<file path="config.mk">
export PLATFORM = sky130hd
export DESIGN_NAME = lcd_data_arbiter
export DESIGN_NICKNAME = d
export VERILOG_FILES = /design/src/rtl/lcd_pkg.sv /design/src/rtl/lcd_rr_arbiter.sv /design/src/rtl/lcd_data_arbiter.sv
export SDC_FILE = /design/constraint.sdc
export NUM_CORES = 1
export LEC_CHECK = 0
export BUFFER_PORTS_ARGS = -buffer_cell sky130_fd_sc_hd__buf_2
export CORE_ASPECT_RATIO = 0.8
export CORE_MARGIN = 4
export CORE_UTILIZATION = 55
export DETAILED_ROUTE_END_ITERATION = 7
export GPL_ROUTABILITY_DRIVEN = 0
export GPL_TIMING_DRIVEN = 0
export PLACE_DENSITY_LB_ADDON = 0.12
export SLEW_MARGIN = 20
export SYNTH_ARGS = -nofsm -noshare
export SYNTH_HDL_FRONTEND = slang
export SYNTH_HIERARCHICAL = 1
export SYNTH_SLANG_ARGS = --single-unit
export TNS_END_PERCENT = 1
</file>
<file path="constraint.sdc">
create_clock -name clk -period 5.76 [get_ports clk]
set_input_delay 1.152 -clock clk [delete_from_list [all_inputs] [get_ports clk]]
set_output_delay 1.152 -clock clk [all_outputs]
set_load 0.02 [all_outputs]
</file>
<file path="src/rtl/lcd_pkg.sv">
// Shared constants and arbiter FSM encoding for the LCD data path.
package lcd_pkg;

    localparam int unsigned NSLOT  = 6;
    localparam int unsigned SLOT_W = 3;
    localparam int unsigned DATA_W = 16;

    typedef enum logic [1:0] {
        IDLE     = 2'b00,
        PENDING  = 2'b01,
        COOLDOWN = 2'b10
    } arb_state_e;

endpackage

</file>
<file path="src/rtl/lcd_rr_arbiter.sv">
// Round-robin grant across NREQ requesters; the pointer advances past each granted requester.
module lcd_rr_arbiter #(
    parameter int unsigned NREQ = 4
) (
    input  logic            clk,
    input  logic            reset,
    input  logic [NREQ-1:0] req_valid_i,
    output logic [NREQ-1:0] grant_o
);

    localparam int unsigned PTR_W = $clog2(NREQ);

    logic [PTR_W-1:0] ptr_q, ptr_d;
    logic             found;
    int unsigned      gidx;
    int unsigned      best;

    // Pick the valid requester with the smallest distance from the pointer.
    always_comb begin
        found   = 1'b0;
        gidx    = 0;
        best    = NREQ;
        grant_o = '0;
        for (int unsigned i = 0; i < NREQ; i++) begin
            if (req_valid_i[i] && (((i + NREQ - 32'(ptr_q)) % NREQ) < best)) begin
                best  = (i + NREQ - 32'(ptr_q)) % NREQ;
                gidx  = i;
                found = 1'b1;
            end
        end
        for (int unsigned i = 0; i < NREQ; i++) begin
            grant_o[i] = found && (gidx == i);
        end
        ptr_d = found ? PTR_W'((gidx + 1) % NREQ) : ptr_q;
    end

    always_ff @(posedge clk or negedge reset) begin
        if (!reset) begin
            ptr_q <= '0;
        end else begin
            ptr_q <= ptr_d;
        end
    end

endmodule

</file>
<file path="src/rtl/lcd_data_arbiter.sv">
// Arbitrates slot writes into a shadow bank and commits dirty slots at a bounded rate.
// Define LCD_ARB_DROPCNT_EN to build the illegal-slot drop counter.
module lcd_data_arbiter
    import lcd_pkg::*;
#(
    parameter int unsigned NREQ        = 4,
    parameter int unsigned HOLD_CYCLES = 5000000
) (
    input  logic                 clk,
    input  logic                 reset,
    input  logic [NREQ-1:0]      req_valid,
    input  logic [3*NREQ-1:0]    req_slot,
    input  logic [16*NREQ-1:0]   req_data,
    output logic [NREQ-1:0]      req_ready,
    input  logic                 freeze,
    output logic [DATA_W-1:0]    data0,
    output logic [DATA_W-1:0]    data1,
    output logic [DATA_W-1:0]    data2,
    output logic [DATA_W-1:0]    data3,
    output logic [DATA_W-1:0]    data4,
    output logic [DATA_W-1:0]    data5,
    output logic                 commit_pulse,
    output logic [7:0]           drop_cnt
);

    localparam int unsigned HOLD_W = $clog2(HOLD_CYCLES);

    logic [NREQ-1:0]   gnt;
    logic              transfer;
    logic [SLOT_W-1:0] wr_slot;
    logic [DATA_W-1:0] wr_data;

    logic [DATA_W-1:0] shadow_q [NSLOT];
    logic [DATA_W-1:0] shadow_d [NSLOT];
    logic [DATA_W-1:0] data_q   [NSLOT];
    logic [DATA_W-1:0] data_d   [NSLOT];
    logic [NSLOT-1:0]  dirty_q, dirty_d;
    logic [HOLD_W-1:0] hold_q, hold_d;
    logic              pulse_q, pulse_d;
    arb_state_e        state_q, state_d;
    logic              hold_expired;
    logic              commit;

    lcd_rr_arbiter #(.NREQ(NREQ)) u_rr (
        .clk         (clk),
        .reset       (reset),
        .req_valid_i (req_valid),
        .grant_o     (gnt)
    );

    assign req_ready = gnt;
    assign transfer  = |gnt;

    always_comb begin
        wr_slot = '0;
        wr_data = '0;
        for (int unsigned i = 0; i < NREQ; i++) begin
            if (gnt[i]) begin
                wr_slot = req_slot[SLOT_W*i +: SLOT_W];
                wr_data = req_data[DATA_W*i +: DATA_W];
            end
        end
    end

    assign hold_expired = (hold_q == HOLD_W'(HOLD_CYCLES - 1));

    // Commit is gated only by hold/freeze/dirty so it can fire straight from IDLE
    // or COOLDOWN, giving one-edge latency and exact HOLD_CYCLES spacing.
    always_comb begin
        shadow_d = shadow_q;
        data_d   = data_q;
        dirty_d  = dirty_q;
        hold_d   = hold_q;
        state_d  = state_q;
        commit   = hold_expired && !freeze && (dirty_q != '0);
        pulse_d  = commit;

        if (commit) begin
            for (int unsigned s = 0; s < NSLOT; s++) begin
                if (dirty_q[s]) data_d[s] = shadow_q[s];
            end
            dirty_d = '0;
            hold_d  = '0;
        end else if (!hold_expired) begin
            hold_d = hold_q + HOLD_W'(1);
        end

        // A write on the commit edge re-sets dirty after the clear above.
        for (int unsigned s = 0; s < NSLOT; s++) begin
            if (transfer && (wr_slot == SLOT_W'(s))) begin
                shadow_d[s] = wr_data;
                dirty_d[s]  = 1'b1;
            end
        end

        case (state_q)
            IDLE, PENDING: begin
                if (commit)                state_d = COOLDOWN;
                else if (dirty_q != '0)    state_d = PENDING;
                else                       state_d = IDLE;
            end
            COOLDOWN: begin
                if (commit)                state_d = COOLDOWN;
                else if (hold_expired)     state_d = (dirty_q != '0) ? PENDING : IDLE;
            end
            default:                       state_d = IDLE;
        endcase
    end

    always_ff @(posedge clk or negedge reset) begin
        if (!reset) begin
            shadow_q <= '{default: '0};
            data_q   <= '{default: '0};
            dirty_q  <= '0;
            hold_q   <= HOLD_W'(HOLD_CYCLES - 1);
            pulse_q  <= 1'b0;
            state_q  <= IDLE;
        end else begin
            shadow_q <= shadow_d;
            data_q   <= data_d;
            dirty_q  <= dirty_d;
            hold_q   <= hold_d;
            pulse_q  <= pulse_d;
            state_q  <= state_d;
        end
    end

    assign data0        = data_q[0];
    assign data1        = data_q[1];
    assign data2        = data_q[2];
    assign data3        = data_q[3];
    assign data4        = data_q[4];
    assign data5        = data_q[5];
    assign commit_pulse = pulse_q;

`ifdef LCD_ARB_DROPCNT_EN
    logic [7:0] drop_q;

    always_ff @(posedge clk or negedge reset) begin
        if (!reset) begin
            drop_q <= '0;
        end else if (transfer && (wr_slot >= SLOT_W'(NSLOT)) && (drop_q != 8'hFF)) begin
            drop_q <= drop_q + 8'd1;
        end
    end

    assign drop_cnt = drop_q;
`else
    assign drop_cnt = 8'h00;
`endif

endmodule

</file>
# [After elaboration in Yosys (flattened, before gate mapping)]
# Cells that the tools add are included.
[classes] n_reduce_logical=33 mux=27 n_lt_le_gt_ge=4 eq_ne=10 n_addsub=6
[ops] operator="$mux W16" n=4
[ops] operator="$mux W23" n=2
[ops] operator="$logic_not A32 Y1" n=1
[ops] operator="$add A23 B1 Y23 const B" n=1
[ops] operator="$eq A23 B23 Y1 const B" n=1
[ops] operator="$mux W3" n=7
[ops] operator="$logic_and A1 B1 Y1" n=16
[ops] operator="$reduce_and A2 Y1" n=6
[ops] operator="$reduce_bool A2 Y1" n=6
[ops] operator="$mux W1" n=11
[ops] operator="$lt A2 B3 Y1" n=3
[ops] operator="$eq A3 B2 Y1 const B" n=2
[ops] operator="$eq A3 B3 Y1 const B" n=2
[ops] operator="$mux W6" n=1
[ops] operator="$reduce_bool A6 Y1" n=1
[ops] operator="$eq A2 B2 Y1 const B" n=2
[ops] operator="$mux W2" n=2
[ops] operator="$reduce_or A4 Y1" n=1
[ops] operator="$sub A1 B2 Y2 const A" n=2
[ops] operator="$sub A2 B2 Y2 const A" n=2
[ops] operator="$eq A3 B1 Y1 const B" n=1
[ops] operator="$logic_not A3 Y1" n=1
[ops] operator="$lt A2 B3 Y1 const B" n=1
[ops] operator="$add A2 B1 Y2 const B" n=1
[ops] operator="3 further kinds" n=3
[totals] regBits=224

# [Depth between registers and ports, before layout]
[depth] word_depth=22 ltp_mapped=24

# [Modules after synthesis]
# The synthesis kept the hierarchy.
[modules_own_cells] mod="lcd_data_arbiter" cells_per_inst=652 area_each_um2=9288.9 instances=1 seq_area_each_um2=5571.6
[modules_own_cells] mod="lcd_rr_arbiter" cells_per_inst=45 area_each_um2=385.4 instances=1 seq_area_each_um2=50.0

# [Least setup slack after synthesis]
# No wires, ideal clock.
[synth_timing] kind="input -> register" start="input port req_valid[1]" end="register shadow_q[22] in the netlist's numbering" required_time_ns=5.635 t_arrival_ns=5.141 path_slack_ns=0.494 cell_stages=22 cell_sequence="nor3b_1 > o21ai_0 > o21ai_0 > inv_1 > ha_1 > o21a_1 > nor2_1 > o21ai_1 > mux2i_1 > ha_1 > o32ai_1 > nand2_1 > and3_1 > ha_1 > and2b_1 > nor2b_1 > buf_4 > a22o_1 > o221a_2 > nor3_4 > buf_4 > mux2_2"
[synth_between] elab_chain_len=16 word_cells_on_any_way=32 cone_classes="order compare: 2; eq/ne: 4; mux: 16; reduce/logical: 10"
[synth_rtl] item="start, declared" line_no="lcd_data_arbiter.sv:11" rtl="input logic [NREQ-1:0] req_valid,"
[synth_rtl] item="$logic_and A1 B1 Y1 *" line_no="lcd_rr_arbiter.sv:25" rtl="if (req_valid_i[i] && (((i + NREQ - 32'(ptr_q)) % NREQ) < best)) begin"
[synth_rtl] item="$mux W3" line_no="lcd_rr_arbiter.sv:25"
[synth_rtl] item="$lt A2 B3 Y1" line_no="lcd_rr_arbiter.sv:25"
[synth_rtl] item="$logic_and A1 B1 Y1" line_no="lcd_rr_arbiter.sv:25"
[synth_rtl] item="$mux W3" line_no="lcd_rr_arbiter.sv:25"
[synth_rtl] item="$lt A2 B3 Y1" line_no="lcd_rr_arbiter.sv:25"
[synth_rtl] item="$logic_and A1 B1 Y1" line_no="lcd_rr_arbiter.sv:25"
[synth_rtl] item="$mux W2" line_no="lcd_rr_arbiter.sv:25"
[synth_rtl] item="$logic_not A32 Y1" line_no="lcd_rr_arbiter.sv:32" rtl="grant_o[i] = found && (gidx == i);"
[synth_rtl] item="$logic_and A1 B1 Y1 *" line_no="lcd_rr_arbiter.sv:32"
[synth_rtl] item="net req_ready[0]" line_no="lcd_data_arbiter.sv:14" rtl="output logic [NREQ-1:0] req_ready,"
[synth_rtl] item="$mux W3 (4 in a row)" line_no="lcd_data_arbiter.sv:58" rtl="if (gnt[i]) begin"
[synth_rtl] item="$eq A3 B3 Y1" line_no="lcd_data_arbiter.sv:90" rtl="if (transfer && (wr_slot == SLOT_W'(s))) begin"
[synth_rtl] item="$logic_and A1 B1 Y1" line_no="lcd_data_arbiter.sv:90"
[synth_rtl] item="end signal, assigned" line_no="lcd_data_arbiter.sv:119" rtl="shadow_q <= shadow_d;"
[synth_rtl] item="end, declared" line_no="lcd_data_arbiter.sv:33" rtl="logic [DATA_W-1:0] shadow_q [NSLOT];"
# The timed path passes the listed nets; every way through them passes the cells marked *.
# A chain may end at the register's enable or synchronous reset.

# [Worst setup path in the final report]
[layout_timing] start="input port req_valid[1]" end="register shadow_q[29] in the netlist's numbering"
[layout_between] elab_chain_len=16 word_cells_on_any_way=32 cone_classes="order compare: 2; eq/ne: 4; mux: 16; reduce/logical: 10"
[layout_rtl] item="$logic_and A1 B1 Y1 *" line_no="lcd_rr_arbiter.sv:25"
[layout_rtl] item="$mux W3" line_no="lcd_rr_arbiter.sv:25"
[layout_rtl] item="$lt A2 B3 Y1" line_no="lcd_rr_arbiter.sv:25"
[layout_rtl] item="$logic_and A1 B1 Y1" line_no="lcd_rr_arbiter.sv:25"
[layout_rtl] item="$mux W3" line_no="lcd_rr_arbiter.sv:25"
[layout_rtl] item="$lt A2 B3 Y1" line_no="lcd_rr_arbiter.sv:25"
[layout_rtl] item="$logic_and A1 B1 Y1" line_no="lcd_rr_arbiter.sv:25"
[layout_rtl] item="$mux W2" line_no="lcd_rr_arbiter.sv:25"
[layout_rtl] item="$logic_not A32 Y1" line_no="lcd_rr_arbiter.sv:32"
[layout_rtl] item="$logic_and A1 B1 Y1" line_no="lcd_rr_arbiter.sv:32"
[layout_rtl] item="$mux W3 (4 in a row)" line_no="lcd_data_arbiter.sv:58"
[layout_rtl] item="$eq A3 B3 Y1" line_no="lcd_data_arbiter.sv:90"
[layout_rtl] item="$logic_and A1 B1 Y1" line_no="lcd_data_arbiter.sv:90"
# Every way passes the cells marked *; elsewhere a longest branch is shown, timed or not.

==> out/metrics.yaml <==
sta:
  final-hold-violation-count: 0
  finalCriticalPeriod_ns: 5.47
  worst-slew-pin-transition_ns: 1.13
  fin_crit_sh_pct: 94.9
  timing.clock.skew_ns: 0.00916
  rsz0062_at_grt: "true"
  setup-tns-final_ns: 0
  report.final.setup_viol: 0
  worst_slack_ns: 0.293
  timing.fmax_ghz: 0.183
  slew_violations: 0
  maxSlewHeadroom_pct: 23.8
floorplan:
  rows: 43
  dieArea_um2: 19800
  die-height_um: 127
  floorplan.core_area_um2: 17300
  initial_core_util_pct: 55.8
  io_pins: 192
  floorplan.die.width_um: 156
route:
  routedWlPerCell_um: 19.2
  via_count: 6371
  route.antenna.remaining_nets: 0
  dr.first_iter.drc_count: 250
  final_wl_um: 22100
  viasPerCell: 5.52
  drt_pre_antenna_iters: 4
  drc: 0
global_routing:
  global_route.usage.total_pct: 22.8
  globalRouteOverflowTotal: 0
  grt_first_pass_wirelength_um: 36200
  grt_pass1_vias: 6881
  grt_start_max_net_pins: 97
  antenna_violations_before_repair: 0
yosys:
  synth_top_cells_by_area: "dfrtp_1 55%, mux2_2 12%, mux2_1 8.1%"
  proportion_of_register_bits_with_asynchronous_set_or_reset_after_synthesis_pct: 100
  netlist_top_cells_count: "211 x dfrtp_1, 105 x mux2_2, 70 x mux2_1, 41 x o21ai_0, 34 x nand2_1"
  yosys.area_share.xor_xnor_pct: 1.18
  synth_adder_area_share_pct: 0.905
  synth-compound-area-share_pct: 6.34
  synth_seq_cells: 224
  synth_instances: 697
  synth_warnings: 6
  synth.lib_cells_used.distinct: 60
  register_area_share_after_synthesis_pct: 58.1
  post_synth_and_or_nand_nor_area_fraction_pct: 7.28
  synth_enable_flop_cells: 0
  dominant_cell_by_count_in_the_synthesized_netlist: "dfrtp_1"
  combinational_family_with_the_most_area_after_synthesis: "multiplexers"
  dominantRegCellSynth: "dfrtp_1"
  synth.top_cell.area_share_pct: 54.6
  synth_top_cell_by_area: "dfrtp_1"
  netlist_area_um2: 9670
  syn_avg_cell_area_um2: 13.9
  share_of_cell_area_taken_by_muxes_after_synthesis_pct: 23.3
clocking:
  cts-root-buf: "clkbuf_16"
  numClockSinks: 224
  cts-htree-levels: 1
  clk-insertion-delay-late_ns: 0.50
  cts_made_buffers: 23
  cts.reportedPaths.clkPinSlew_ns: 0.06
  cts-root-to-sink-buffers: 3
  cts.hold.buffers_added: 0
  cts_tree: "built"
cells_and_area:
  syn_to_final_growth_pct: 21.3
  diodes: 0
  drive_above_1_share_pct: 43.8
  post_layout_nonfiller_instances: 1155
  finish.net_count: 1004
  fin_util_pct: 67.7
power:
  static-leakage-power_nw: 6.12
  max-vdd-ir-drop_mv: 0.470
  powerDensity_nw_per_um2: 575
setup_path:
  crit_path_capture_type: "flop"
  rr_endpoint: "shadow_q[29]$_DFFE_PN0P_"
  crit_arrival_ns: 5.85
  timing.reg2reg.worst_path_depth: 23
  cp_data_required_time_ns: 6.14
  worst-path-max-fanout: 10
  worst-r2r-setup-slack_ns: 0.61
  start_kind: "primary input"
  setup.worst_path.class: "primary input to flop"
  worstReg2RegStart: "u_rr/ptr_q[1]$_DFFE_PN0P_"
worst_hold_path:
  whs_path_depth: 1
  hold_start: "shadow_q[44]$_DFFE_PN0P_"
  hold_path_end: "data3[12]$_DFFE_PN0P_"
  min-delay-path-class: "flop to flop"
place:
  placed_instances: 1114
  placement.setup.worst_slack_ns: -0.397
  portBuffers: 183
  dpl.hpwl_um: 16800
job:
  maxCapViolations: 0
run_status:
  outcome: "complete, no violations"
-- stage by stage --
stage / hold slack [ns] / power (mW) / area, um2
after CTS: 0.482 / 6.74 / 11700
after global routing: 0.494 / 7.15 / 11700
after global placement: 0.461 / 5.10 / 10900
after detailed placement: 0.470 / 5.26 / 11000
final: 0.483 / 6.74 / 11700
after floorplan: 0.450 / 4.39 / 9700
-- layout make-up --
| class | instances | area, um2 |
|---|---|---|
| Buffer | 36 | 234 |
| Clock buffer | 31 | 646 |
| Clock inverter | 10 | 109 |
| Fill cell | 1220 | 5590 |
| Inverter | 13 | 52.6 |
| Multi-Input combinational cell | 431 | 3810 |
| Sequential cell | 224 | 5620 |
| Tap cell | 225 | 282 |
| Timing Repair Buffer | 185 | 981 |
-- report_power, final --
group | switching, mW | internal, mW | leakage (nW)
Combinational | 1.72 | 1.45 | 2.84
Clock | 0.583 | 0.877 | 0.370
Sequential | 0.172 | 1.94 | 2.91
-- cells in the final DEF, fill, tap and decap left out, types with 6 or more instances in the layout --
| cell | netlist | final |
|---|---|---|
| ha_1 | 7 | 7 |
| clkbuf_1 | 7 | 11 |
| nand3_1 | 13 | 12 |
| buf_2 | 10 | 192 |
| conb_1 | 1 | 8 |
| mux2_2 | 105 | 105 |
| xor2_1 | 6 | 6 |
| dfstp_2 | 13 | 13 |
| nand4_1 | 6 | 6 |
| buf_4 | 12 | 11 |
| dfrtp_1 | 211 | 211 |
| inv_1 | 13 | 12 |
| nand2_1 | 34 | 34 |
| o21ai_0 | 41 | 33 |
| xnor2_1 | 7 | 7 |
| a221o_1 | 17 | 17 |
| mux2_4 | 18 | 18 |
| buf_6 | 5 | 6 |
| nor2_1 | 13 | 13 |
| o21ai_1 | 8 | 15 |
| mux2_1 | 70 | 70 |
| clkbuf_16 | 0 | 23 |
-- layer usage --
metal  part of all wire [%]  vias up  track usage (%)
met1                     43     3204             30.8
li1                       -     2939                -
met5                      0        -                0
met3                    5.6       40             4.26
met4                    2.2        0             5.46
met2                     49      188             38.7
-- sequential cells by signal, summed over array words and instances (netlist names) --
signal        cells
data1            16
u_rr/ptr_q        2
commit_pulse      1
hold_q           23
data0            16
data5            16
data3            16
dirty_q           6
data4            16
data2            16
shadow_q         96
-- worst max path at each step --
stage                  from                       end  slack, ns  depth (start not counted)
2_1_floorplan  req_valid[1]  shadow_q[22]$_DFFE_PN0P_       0.49                         22
3_3_place_gp   req_valid[1]  shadow_q[87]$_DFFE_PN0P_     -0.007                         23
3_5_place_dp   req_valid[1]  shadow_q[40]$_DFFE_PN0P_      -0.40                         23
4_1_cts        req_valid[1]  shadow_q[90]$_DFFE_PN0P_        0.1                         23
5_1_grt        req_valid[1]  shadow_q[63]$_DFFE_PN0P_      -0.06                         23
6_report       req_valid[1]  shadow_q[29]$_DFFE_PN0P_       0.29                         23
-- timing repair --
item,CTS,global route
buffers inserted,0,0
setup endpoints to repair,0,78
resized for setup,0,11
-- worst max-delay path: stages --
cell,delay [ns]
buf_2,0.15
nor3b_1,0.19
o21ai_0,0.12
o21ai_1,0.18
inv_1,0.08
ha_1,0.30
o21a_1,0.19
nor2_1,0.07
o21ai_2,0.19
mux2i_1,0.25
ha_1,0.26
o32ai_1,0.11
nand2_1,0.14
and3_1,0.19
ha_1,0.19
and2b_1,0.18
nor2b_1,0.13
buf_4,0.18
a22o_1,0.24
o221a_2,0.30
nor3_4,0.41
buf_4,0.28
mux2_2,0.36
-- kinds of logic after synthesis --
family          after synthesis
flops                       224
fa+ha+maj                     7
other cells                   1
simple gates                120
xor+xnor                     13
buf+inv                      49
compound gates               89
mux                         194
Note: power is estimated with default switching activity, not from simulation.
